==> src/rtl/fb_port_arbiter_if.sv <==
// fb_port_arbiter_if: video, writer and RAM-command signals of the framebuffer port arbiter
interface fb_port_arbiter_if #(
    parameter int ADDR_W = 14,
    parameter int DATA_W = 6
);
    logic              vid_req;
    logic [ADDR_W-1:0] vid_addr;
    logic              vid_blank;
    logic              vid_valid;
    logic [DATA_W-1:0] vid_data;
    logic              w0_valid;
    logic [ADDR_W-1:0] w0_addr;
    logic [DATA_W-1:0] w0_data;
    logic              w0_ready;
    logic              w1_valid;
    logic [ADDR_W-1:0] w1_addr;
    logic [DATA_W-1:0] w1_data;
    logic              w1_ready;
    logic [ADDR_W-1:0] mem_addr;
    logic              mem_we;
    logic [DATA_W-1:0] mem_wdata;
    logic [DATA_W-1:0] mem_rdata;

    modport slave (
        input  vid_req, vid_addr, vid_blank, w0_valid, w0_addr, w0_data,
               w1_valid, w1_addr, w1_data, mem_rdata,
        output vid_valid, vid_data, w0_ready, w1_ready, mem_addr, mem_we, mem_wdata
    );

    modport master (
        output vid_req, vid_addr, vid_blank, w0_valid, w0_addr, w0_data,
               w1_valid, w1_addr, w1_data, mem_rdata,
        input  vid_valid, vid_data, w0_ready, w1_ready, mem_addr, mem_we, mem_wdata
    );
endinterface

==> src/rtl/fb_port_arbiter.sv <==
// fb_port_arbiter: shares the framebuffer port; video reads first, writers round-robin (option FBARB_BLANK_ONLY_EN)
module fb_port_arbiter #(
    parameter int ADDR_W = 14,
    parameter int DATA_W = 6
) (
    input logic               clk,
    input logic               rst,
    fb_port_arbiter_if.slave  bus_io
);
    logic [ADDR_W-1:0] mem_addr_q, mem_addr_d;
    logic [DATA_W-1:0] mem_wdata_q, mem_wdata_d;
    logic [DATA_W-1:0] vid_data_q, vid_data_d;
    logic [2:0]        pipe_q, pipe_d;
    logic              mem_we_q, mem_we_d;
    logic              last_q, last_d;
    logic              wr_ok, g0, g1;

`ifdef FBARB_BLANK_ONLY_EN
    assign wr_ok = bus_io.vid_blank;
`else
    logic unused_blank;
    assign unused_blank = bus_io.vid_blank;
    assign wr_ok = 1'b1;
`endif

    // grant decision: video wins outright, contention goes to the writer that was not served last
    always_comb begin
        g0          = !bus_io.vid_req && wr_ok && bus_io.w0_valid && (!bus_io.w1_valid || last_q);
        g1          = !bus_io.vid_req && wr_ok && bus_io.w1_valid && (!bus_io.w0_valid || !last_q);
        mem_we_d    = g0 || g1;
        mem_addr_d  = bus_io.vid_req ? bus_io.vid_addr : g0 ? bus_io.w0_addr : g1 ? bus_io.w1_addr : mem_addr_q;
        mem_wdata_d = g0 ? bus_io.w0_data : g1 ? bus_io.w1_data : mem_wdata_q;
        last_d      = g0 ? 1'b0 : g1 ? 1'b1 : last_q;
        pipe_d      = {pipe_q[1:0], bus_io.vid_req};
        vid_data_d  = pipe_q[1] ? bus_io.mem_rdata : vid_data_q;
    end

    // command and read-return registers; reset drops in-flight reads
    always_ff @(posedge clk) begin
        if (rst) begin
            mem_addr_q  <= '0;
            mem_wdata_q <= '0;
            mem_we_q    <= 1'b0;
            last_q      <= 1'b1;
            pipe_q      <= '0;
            vid_data_q  <= '0;
        end else begin
            mem_addr_q  <= mem_addr_d;
            mem_wdata_q <= mem_wdata_d;
            mem_we_q    <= mem_we_d;
            last_q      <= last_d;
            pipe_q      <= pipe_d;
            vid_data_q  <= vid_data_d;
        end
    end

    assign bus_io.w0_ready  = g0;
    assign bus_io.w1_ready  = g1;
    assign bus_io.mem_addr  = mem_addr_q;
    assign bus_io.mem_we    = mem_we_q;
    assign bus_io.mem_wdata = mem_wdata_q;
    assign bus_io.vid_valid = pipe_q[2];
    assign bus_io.vid_data  = vid_data_q;
endmodule

==> src/flat_wrapper.sv <==
// flat-port wrapper written by rule: the top's interface ports become plain ports
module fb_port_arbiter_flat 
#(
    parameter int ADDR_W = 14,
    parameter int DATA_W = 6
)
  (clk, rst, bus_io_vid_req, bus_io_vid_addr, bus_io_vid_blank, bus_io_w0_valid, bus_io_w0_addr, bus_io_w0_data, bus_io_w1_valid, bus_io_w1_addr, bus_io_w1_data, bus_io_mem_rdata, bus_io_vid_valid, bus_io_vid_data, bus_io_w0_ready, bus_io_w1_ready, bus_io_mem_addr, bus_io_mem_we, bus_io_mem_wdata);
  fb_port_arbiter_if #(.ADDR_W(ADDR_W), .DATA_W(DATA_W)) bus_io_i ();
  input logic clk;
  input logic rst;
  input wire logic [$bits(bus_io_i.vid_req)-1:0] bus_io_vid_req;
  input wire logic [$bits(bus_io_i.vid_addr)-1:0] bus_io_vid_addr;
  input wire logic [$bits(bus_io_i.vid_blank)-1:0] bus_io_vid_blank;
  input wire logic [$bits(bus_io_i.w0_valid)-1:0] bus_io_w0_valid;
  input wire logic [$bits(bus_io_i.w0_addr)-1:0] bus_io_w0_addr;
  input wire logic [$bits(bus_io_i.w0_data)-1:0] bus_io_w0_data;
  input wire logic [$bits(bus_io_i.w1_valid)-1:0] bus_io_w1_valid;
  input wire logic [$bits(bus_io_i.w1_addr)-1:0] bus_io_w1_addr;
  input wire logic [$bits(bus_io_i.w1_data)-1:0] bus_io_w1_data;
  input wire logic [$bits(bus_io_i.mem_rdata)-1:0] bus_io_mem_rdata;
  output wire logic [$bits(bus_io_i.vid_valid)-1:0] bus_io_vid_valid;
  output wire logic [$bits(bus_io_i.vid_data)-1:0] bus_io_vid_data;
  output wire logic [$bits(bus_io_i.w0_ready)-1:0] bus_io_w0_ready;
  output wire logic [$bits(bus_io_i.w1_ready)-1:0] bus_io_w1_ready;
  output wire logic [$bits(bus_io_i.mem_addr)-1:0] bus_io_mem_addr;
  output wire logic [$bits(bus_io_i.mem_we)-1:0] bus_io_mem_we;
  output wire logic [$bits(bus_io_i.mem_wdata)-1:0] bus_io_mem_wdata;
  assign bus_io_i.vid_req = bus_io_vid_req;
  assign bus_io_i.vid_addr = bus_io_vid_addr;
  assign bus_io_i.vid_blank = bus_io_vid_blank;
  assign bus_io_i.w0_valid = bus_io_w0_valid;
  assign bus_io_i.w0_addr = bus_io_w0_addr;
  assign bus_io_i.w0_data = bus_io_w0_data;
  assign bus_io_i.w1_valid = bus_io_w1_valid;
  assign bus_io_i.w1_addr = bus_io_w1_addr;
  assign bus_io_i.w1_data = bus_io_w1_data;
  assign bus_io_i.mem_rdata = bus_io_mem_rdata;
  assign bus_io_vid_valid = bus_io_i.vid_valid;
  assign bus_io_vid_data = bus_io_i.vid_data;
  assign bus_io_w0_ready = bus_io_i.w0_ready;
  assign bus_io_w1_ready = bus_io_i.w1_ready;
  assign bus_io_mem_addr = bus_io_i.mem_addr;
  assign bus_io_mem_we = bus_io_i.mem_we;
  assign bus_io_mem_wdata = bus_io_i.mem_wdata;
  fb_port_arbiter #(.ADDR_W(ADDR_W), .DATA_W(DATA_W)) u_core (.clk(clk), .rst(rst), .bus_io(bus_io_i));
endmodule
==> config.mk <==
export PLATFORM = sky130hd
export DESIGN_NAME = fb_port_arbiter_flat
export DESIGN_NICKNAME = d
export VERILOG_FILES = /design/src/rtl/fb_port_arbiter_if.sv /design/src/rtl/fb_port_arbiter.sv /design/src/flat_wrapper.sv
export SDC_FILE = /design/constraint.sdc
export NUM_CORES = 1
export LEC_CHECK = 0
export BUFFER_PORTS_ARGS = -buffer_cell sky130_fd_sc_hd__clkbuf_2
export CAP_MARGIN = 20
export CELL_PAD_IN_SITES_DETAIL_PLACEMENT = 1
export CELL_PAD_IN_SITES_GLOBAL_PLACEMENT = 1
export CORE_MARGIN = 5
export CORE_UTILIZATION = 34
export CTS_CLUSTER_SIZE = 40
export DETAILED_ROUTE_END_ITERATION = 7
export GPL_ROUTABILITY_DRIVEN = 0
export HOLD_SLACK_MARGIN = 0.12
export PLACE_DENSITY = 0.89
export SLEW_MARGIN = 30
export SYNTH_ARGS = -nofsm -noshare
export SYNTH_HDL_FRONTEND = slang
export SYNTH_SLANG_ARGS = --single-unit
==> constraint.sdc <==
create_clock -name clk -period 2.8 [get_ports clk]
set_input_delay 0.56 -clock clk [delete_from_list [all_inputs] [get_ports clk]]
set_output_delay 0.56 -clock clk [all_outputs]
set_load 0.1 [all_outputs]
==> results of run 1 <==
-- layer usage --
metal  up-vias  part of all wire [%]
li1        862                     -
met1       830                    39
met2        64                    52
met3         4                   8.7
met4         0                  0.98
met5         -                     0
-- through the flow --
step	power [mW]	setup WS [ns]	util, %	cells
after detailed placement	0.9430	0.6876	45.01	338
final	1.316	0.7602	47.00	346
after global routing	1.385	0.6973	47.00	346
after CTS	1.336	0.7488	47.00	346
after global placement	0.9366	0.7246	45.01	338
after floorplan	0.8364	0.3669	-	188
-- area by class of cell --
class	instances	area, um2	area share [%]
multi-input combinational	137	1023	43.19
sequential	31	620.6	26.19
timing repair buffer	98	530.5	22.39
clock buffer	8	100.1	4.224
tap	70	87.58	3.696
inverter	2	7.507	0.3168
-- final timing paths --
path | startpoint | endpoint | slack, ns | depth (start not counted)
min | u_core.pipe_q[0]$_SDFF_PP0_ | u_core.pipe_q[1]$_SDFF_PP0_ | 0.44 | 1
min reg2reg | u_core.pipe_q[0]$_SDFF_PP0_ | u_core.pipe_q[1]$_SDFF_PP0_ | 0.44 | 1
max reg2reg | u_core.last_q$_SDFFE_PP1P_ | u_core.bus_io.mem_wdata[4]$_SDFFE_PP0P_ | 1.19 | 3
max | bus_io_w0_valid | bus_io_w0_ready | 0.76 | 5
-- placed cells by master, fill, tap and decap left out, types with 2 or more instances in the layout --
master     count
clkbuf_2      92
dfxtp_1       31
nor2_1        19
nand2b_1      15
nand2_1       15
a211oi_1      14
nor4b_1       14
nand3b_1      14
o31ai_2       10
clkbuf_8       7
mux2i_1        6
nor3_1         6
a2111oi_2      6
o31ai_1        4
buf_4          4
nor2b_1        3
nand2b_4       2
buf_12         2
-- power groups by stage --
stage,Combinational (mW),Clock [mW],Sequential [mW]
global placement,0.437,0,0.499
floorplan,0.131,0,0.705
global route,0.463,0.428,0.494
finish,0.439,0.388,0.490
detailed placement,0.443,0,0.500
CTS,0.443,0.403,0.491
-- state kept, by name, summed over array words and instances (netlist names) --
signal and cells:
u_core.bus_io.mem_addr 14, u_core.bus_io.mem_wdata 6, u_core.bus_io.mem_we 1, u_core.bus_io.vid_data 6, u_core.last_q 1, u_core.pipe_q 3
-- worst reg2reg max path, cell delays in order, from the launching register on --
cell,delay [ns]
dfxtp_1,0.35
and2b_1,0.70
nor3_1,0.15
a2111oi_2,0.31
-- logic make-up after synthesis --
| kind of cell | after synthesis | share of synthesized area [%] |
|---|---|---|
| AND/OR/NAND/NOR | 93 | 32.95 |
| AO/OA/AOI/OAI | 38 | 21.99 |
| flip-flops | 31 | 35.53 |
| buffers and inverters | 20 | 6.089 |
| multiplexers | 6 | 3.439 |
==> impl_metrics.csv, run 1 <==
group,metric,value,unit
status,outcome,"complete, no violations",
critical_path,cp.arrival,1.48,ns
global_route,grtUsageMet3,7.127,%
logic_synthesis,syn-instance-count,188,
clock_network,clock_latency,0.28,ns
critical_path,start_kind,"input pin",
detailed_routing,wl_per_cell,15.06,um
layout,area_delta_synth_final,35.67,%
layout,drive_gt1_share,46.74,%
clock_network,clk_pin_slew,0.06,ns
placement,placed_cell_area,2270,um2
critical_path,critPathKind,"in -> out",
detailed_routing,vias,1760,
global_route,grt_most_used_layer,"met2",
sta,max_slew.worst_pin.slew,0.7974,ns
global_route,track_usage,16.61,%
global_route,grt_max_degree,32,
power,p_per_area,555.4,nW/um2
critical_path,endpoint_kind,"primary output",
sta,finalSetupViolCount,0,
logic_synthesis,async_flop_share,0,%
logic_synthesis,synth_edf_count,0,
sta,maxSlewHeadroom,46.44,%
detailed_routing,route.detailed.drc,0,
die,rows,26,
layout,nNetsFinal,341,
critical_path,crit_family,"buffers and inverters",
global_route,gr-usage-met2,29.97,%
clock_network,cts_tree,"built",
sta,finClkSkew,0.007275,ns
die,die_h,81.68,um
die,initial_utilization,34.64,%
logic_synthesis,yosysMostFrequentCell,"dfxtp_1",
die,core_area,5042,um2
die,die_area,6671,um2
power,p_seq_share,37.2,%
layout,num_antenna_cells,0,
logic_synthesis,ys_warn_count,0,
layout,stdcell_area,2370,um2
clock_network,clockBufferDepth,2,
power,peakVddDrop,0.2042,mV
power,p_switching,0.5056,mW
sta,hold_ws,0.4386,ns
sta,grt_setup_unrepaired,"false",
global_route,grt_pass1_wl,8631,um
logic_synthesis,ys_types,30,
clock_network,cts_buffers,5,
power,p_int,0.8106,mW
logic_synthesis,yosys-top-cells-area,"dfxtp_1, o31ai_2, nor4b_1",
placement,io_buffers,94,
critical_path,cp.required,2.24,ns
worst_hold_path,hp-class,"reg -> reg",
critical_path,cpPeakStageDelay,0.24,ns
logic_synthesis,syn_nets,254,
detailed_routing,ant_nets,0,
clock_network,post_cts_buffers,0,
critical_path,cp_max_fo,12,
logic_synthesis,synth_top_area_share,35.53,%
logic_synthesis,yosys_most_used_dff,"dfxtp_1",
global_route,met1_usage,17.78,%
logic_synthesis,yosysTopAreaCell,"dfxtp_1",
global_route,antenna_found_initial,0,
detailed_routing,via_per_inst,5.087,
clock_network,hold_buffers,0,
die,die_w,81.68,um
global_route,grt_pass1_vias,1909,
sta,drv_slew,0,
detailed_routing,wl,5211,um
clock_network,cts-root-buf,"clkbuf_8",
logic_synthesis,synth_seq_area_share,35.53,%
detailed_routing,drt-initial-drc-count,28,
sta,finalCritPeriodShare,72.85,%
run,drv_cap,0,
logic_synthesis,syn_area,1747,um2
die,io_pins,96,
sta,totalNegativeSetupSlack,0,ns
sta,finalCriticalPeriod,2.040,ns
sta,maxClockFrequency,490.2,MHz
global_route,overflow,0,
clock_network,clkSinkCount,31,
critical_path,cp_num_buf_inv,3,
layout,fillers,629,
placement,hpwl,3896,um
critical_path,path_cells,"clkbuf_2 -> nand2b_2 -> nand2b_4 -> inv_2 -> buf_12",
critical_path,cp_slowest_cell,"nand2b_4",
logic_synthesis,yosys_register_bits,31,
power,clkPwrFrac,29.5,%
detailed_routing,drt_pass1_iterations,4,
power,power.share.combinational,33.3,%
logic_synthesis,syn_avg_cell_area,9.291,um2
logic_synthesis,synth_common_cells,"dfxtp_1, nor2_1, nand2_1, nand2b_1",
clock_network,cts_max_level,2,
clock_network,post_cts_resized,0,
power,swShare,38.42,%
sta,hold_viol,0,
power,cellLeakagePower,1.034,nW
(Power assumes the default switching activity.)
==> run 2, diff against run 1 <==
--- a/config.mk
+++ b/config.mk
@@ -10,12 +10,12 @@
 export CELL_PAD_IN_SITES_DETAIL_PLACEMENT = 1
 export CELL_PAD_IN_SITES_GLOBAL_PLACEMENT = 1
 export CORE_MARGIN = 5
-export CORE_UTILIZATION = 34
+export CORE_UTILIZATION = 31
 export CTS_CLUSTER_SIZE = 40
 export DETAILED_ROUTE_END_ITERATION = 7
 export GPL_ROUTABILITY_DRIVEN = 0
 export HOLD_SLACK_MARGIN = 0.12
-export PLACE_DENSITY = 0.89
+export PLACE_DENSITY = 0.83
 export SLEW_MARGIN = 30
 export SYNTH_ARGS = -nofsm -noshare
 export SYNTH_HDL_FRONTEND = slang
==> constraint.sdc (replaced) <==
create_clock -name clk -period 1.9 [get_ports clk]
set_input_delay 0.38 -clock clk [delete_from_list [all_inputs] [get_ports clk]]
set_output_delay 0.38 -clock clk [all_outputs]
set_load 0.1 [all_outputs]
==> impl_metrics.csv, run 2 (same netlist as run 1, synthesis figures left out) <==
group,metric,value,unit
global_route,grt_pass1_vias,1864,
detailed_routing,vias,1764,
placement,io_buffers,94,
clock_network,clockBufferDepth,2,
sta,drv_slew,0,
die,die_w,85.06,um
critical_path,cp_max_fo,11,
critical_path,path_cells,"clkbuf_2 -> nand2b_2 -> nand2b_4 -> inv_2 -> buf_12",
critical_path,critPathCapture,"bus_io_w0_ready",
sta,max_slew.worst_pin.slew,0.5577,ns
critical_path,crit_start,"bus_io_vid_req",
critical_path,cp_slowest_cell,"nand2b_2",
power,p_per_area,840.1,nW/um2
critical_path,start_kind,"input pin",
sta,maxClockFrequency,612.7,MHz
critical_path,crit_family,"buffers and inverters",
clock_network,clock_latency,0.28,ns
power,peakVddDrop,0.3315,mV
clock_network,cts-root-buf,"clkbuf_8",
critical_path,cp.required,1.52,ns
sta,finalSetupViolCount,0,
clock_network,clkSinkCount,31,
layout,fillers,691,
power,total_power,2.058,mW
critical_path,ff2ff_path_depth,4,
layout,layout_commonest_cell,"clkbuf_2",
clock_network,cts_tree,"built",
die,io_pins,96,
clock_network,post_cts_buffers,0,
sta,totalNegativeSetupSlack,0,ns
critical_path,crit_cells,5,
detailed_routing,route.detailed.drc,0,
sta,finalCritPeriodShare,85.90,%
clock_network,hold_buffers,0,
layout,num_antenna_cells,0,
detailed_routing,wl,5384,um
worst_hold_path,hp-class,"in -> reg",
run,drv_cap,0,
die,core_area,5507,um2
sta,maxSlewHeadroom,62.98,%
power,cellLeakagePower,1.079,nW
die,rows,27,
sta,hold_viol,0,
global_route,grt_max_degree,25,
detailed_routing,drt-initial-drc-count,72,
placement,placed_cell_area,2332,um2
critical_path,worstReg2RegEnd,"u_core.bus_io.mem_addr[5]$_SDFFE_PP0P_",
critical_path,cp.arrival,1.25,ns
sta,finClkSkew,0.003942,ns
detailed_routing,drt_pass1_iterations,4,
detailed_routing,wl_per_cell,15.17,um
global_route,track_usage,15.48,%
critical_path,cp_num_buf_inv,3,
clock_network,post_cts_resized,0,
critical_path,cpPeakStageDelay,0.23,ns
layout,stdcell_area,2450,um2
clock_network,cts_buffers,5,
global_route,overflow,0,
critical_path,critPathKind,"in -> out",
clock_network,cts_max_level,2,
layout,area_delta_synth_final,40.26,%
detailed_routing,ant_nets,0,
detailed_routing,via_per_inst,4.969,
layout,layout_common_cells,"clkbuf_2, dfxtp_1, nor2_1, nand2b_1, nand2_1",
sta,grt_setup_unrepaired,"false",
layout,nNetsFinal,348,
clock_network,clk_pin_slew,0.06,ns
layout,largest_register_ffs,14,
critical_path,reg2reg_slack,0.47,ns
die,die_area,7235,um2
global_route,grt_pass1_wl,9142,um
die,die_h,85.06,um
critical_path,rr_startpoint,"u_core.last_q$_SDFFE_PP1P_",
sta,finalCriticalPeriod,1.632,ns
layout,drive_gt1_share,48.41,%
global_route,antenna_found_initial,0,
status,outcome,"complete, no violations",
critical_path,endpoint_kind,"primary output",
placement,hpwl,4175,um
die,initial_utilization,31.72,%
[run 2: cell types whose count changed in the layout (fill, tap and decap cells not counted), sizes merged]
| cell | before | now |
|---|---|---|
| buf | 6 | 13 |
| bufinv | 0 | 1 |
| clkbuf | 100 | 98 |
| clkinv | 0 | 1 |
[run 2: layer usage]
layer / track usage (%) / routed length (um) / share of wire (%) / up-vias
li1: - / - / - / 875
met1: 19.72 / 2319 / 43 / 817
met2: 26.06 / 2622 / 49 / 65
met3: 3.883 / 384 / 7.1 / 7
met4: 3.885 / 58 / 1.1 / 0
met5: 0 / 0 / 0 / -
[run 2: worst min-delay path by stage]
stage	start	to	cells past startpoint
6_report	bus_io_mem_rdata[3]	u_core.bus_io.vid_data[3]$_SDFFE_PP0P_	3
5_1_grt	bus_io_mem_rdata[2]	u_core.bus_io.vid_data[2]$_SDFFE_PP0P_	3
4_1_cts	bus_io_mem_rdata[3]	u_core.bus_io.vid_data[3]$_SDFFE_PP0P_	3
3_5_place_dp	u_core.pipe_q[0]$_SDFF_PP0_	u_core.pipe_q[1]$_SDFF_PP0_	1
3_3_place_gp	u_core.pipe_q[0]$_SDFF_PP0_	u_core.pipe_q[1]$_SDFF_PP0_	1
2_1_floorplan	u_core.pipe_q[0]$_SDFF_PP0_	u_core.pipe_q[1]$_SDFF_PP0_	1
[run 2: through the flow]
step | worst slack, ns | instances | utilization (%) | hold WS, ns
finish | 0.2679 | 355 | 44.49 | 0.3435
global route | 0.1926 | 355 | 44.49 | 0.3696
CTS | 0.2492 | 355 | 44.49 | 0.3372
detailed placement | 0.2290 | 347 | 42.35 | 0.4461
global placement | 0.2625 | 347 | 42.35 | 0.4192
floorplan | 0.09216 | 188 | - | 0.4138
[run 2: final cells by class]
class / instances / area, um2 / area share [%]
Clock buffer: 6 / 82.58 / 3.371
Tap cell: 72 / 90.09 / 3.677
Sequential cell: 31 / 620.6 / 25.33
Inverter: 2 / 7.507 / 0.3064
Clock inverter: 2 / 35.03 / 1.430
Multi-Input combinational cell: 137 / 1031 / 42.08
Timing Repair Buffer: 105 / 583.1 / 23.80
[run 2: power by group]
group          internal, mW  switching, mW  total [mW]
sequential            0.696         0.0274       0.724
combinational         0.176          0.482       0.658
clock                 0.424          0.252       0.676
total                  1.30          0.762        2.06
[run 2: worst reg2reg max path: cells and delay by family (launching register included)]
family                 cells  cell delay, ns
buffers and inverters      1            0.18
AND/OR/NAND/NOR            2            0.61
flip-flops                 1            0.41
AO/OA/AOI/OAI              1            0.11
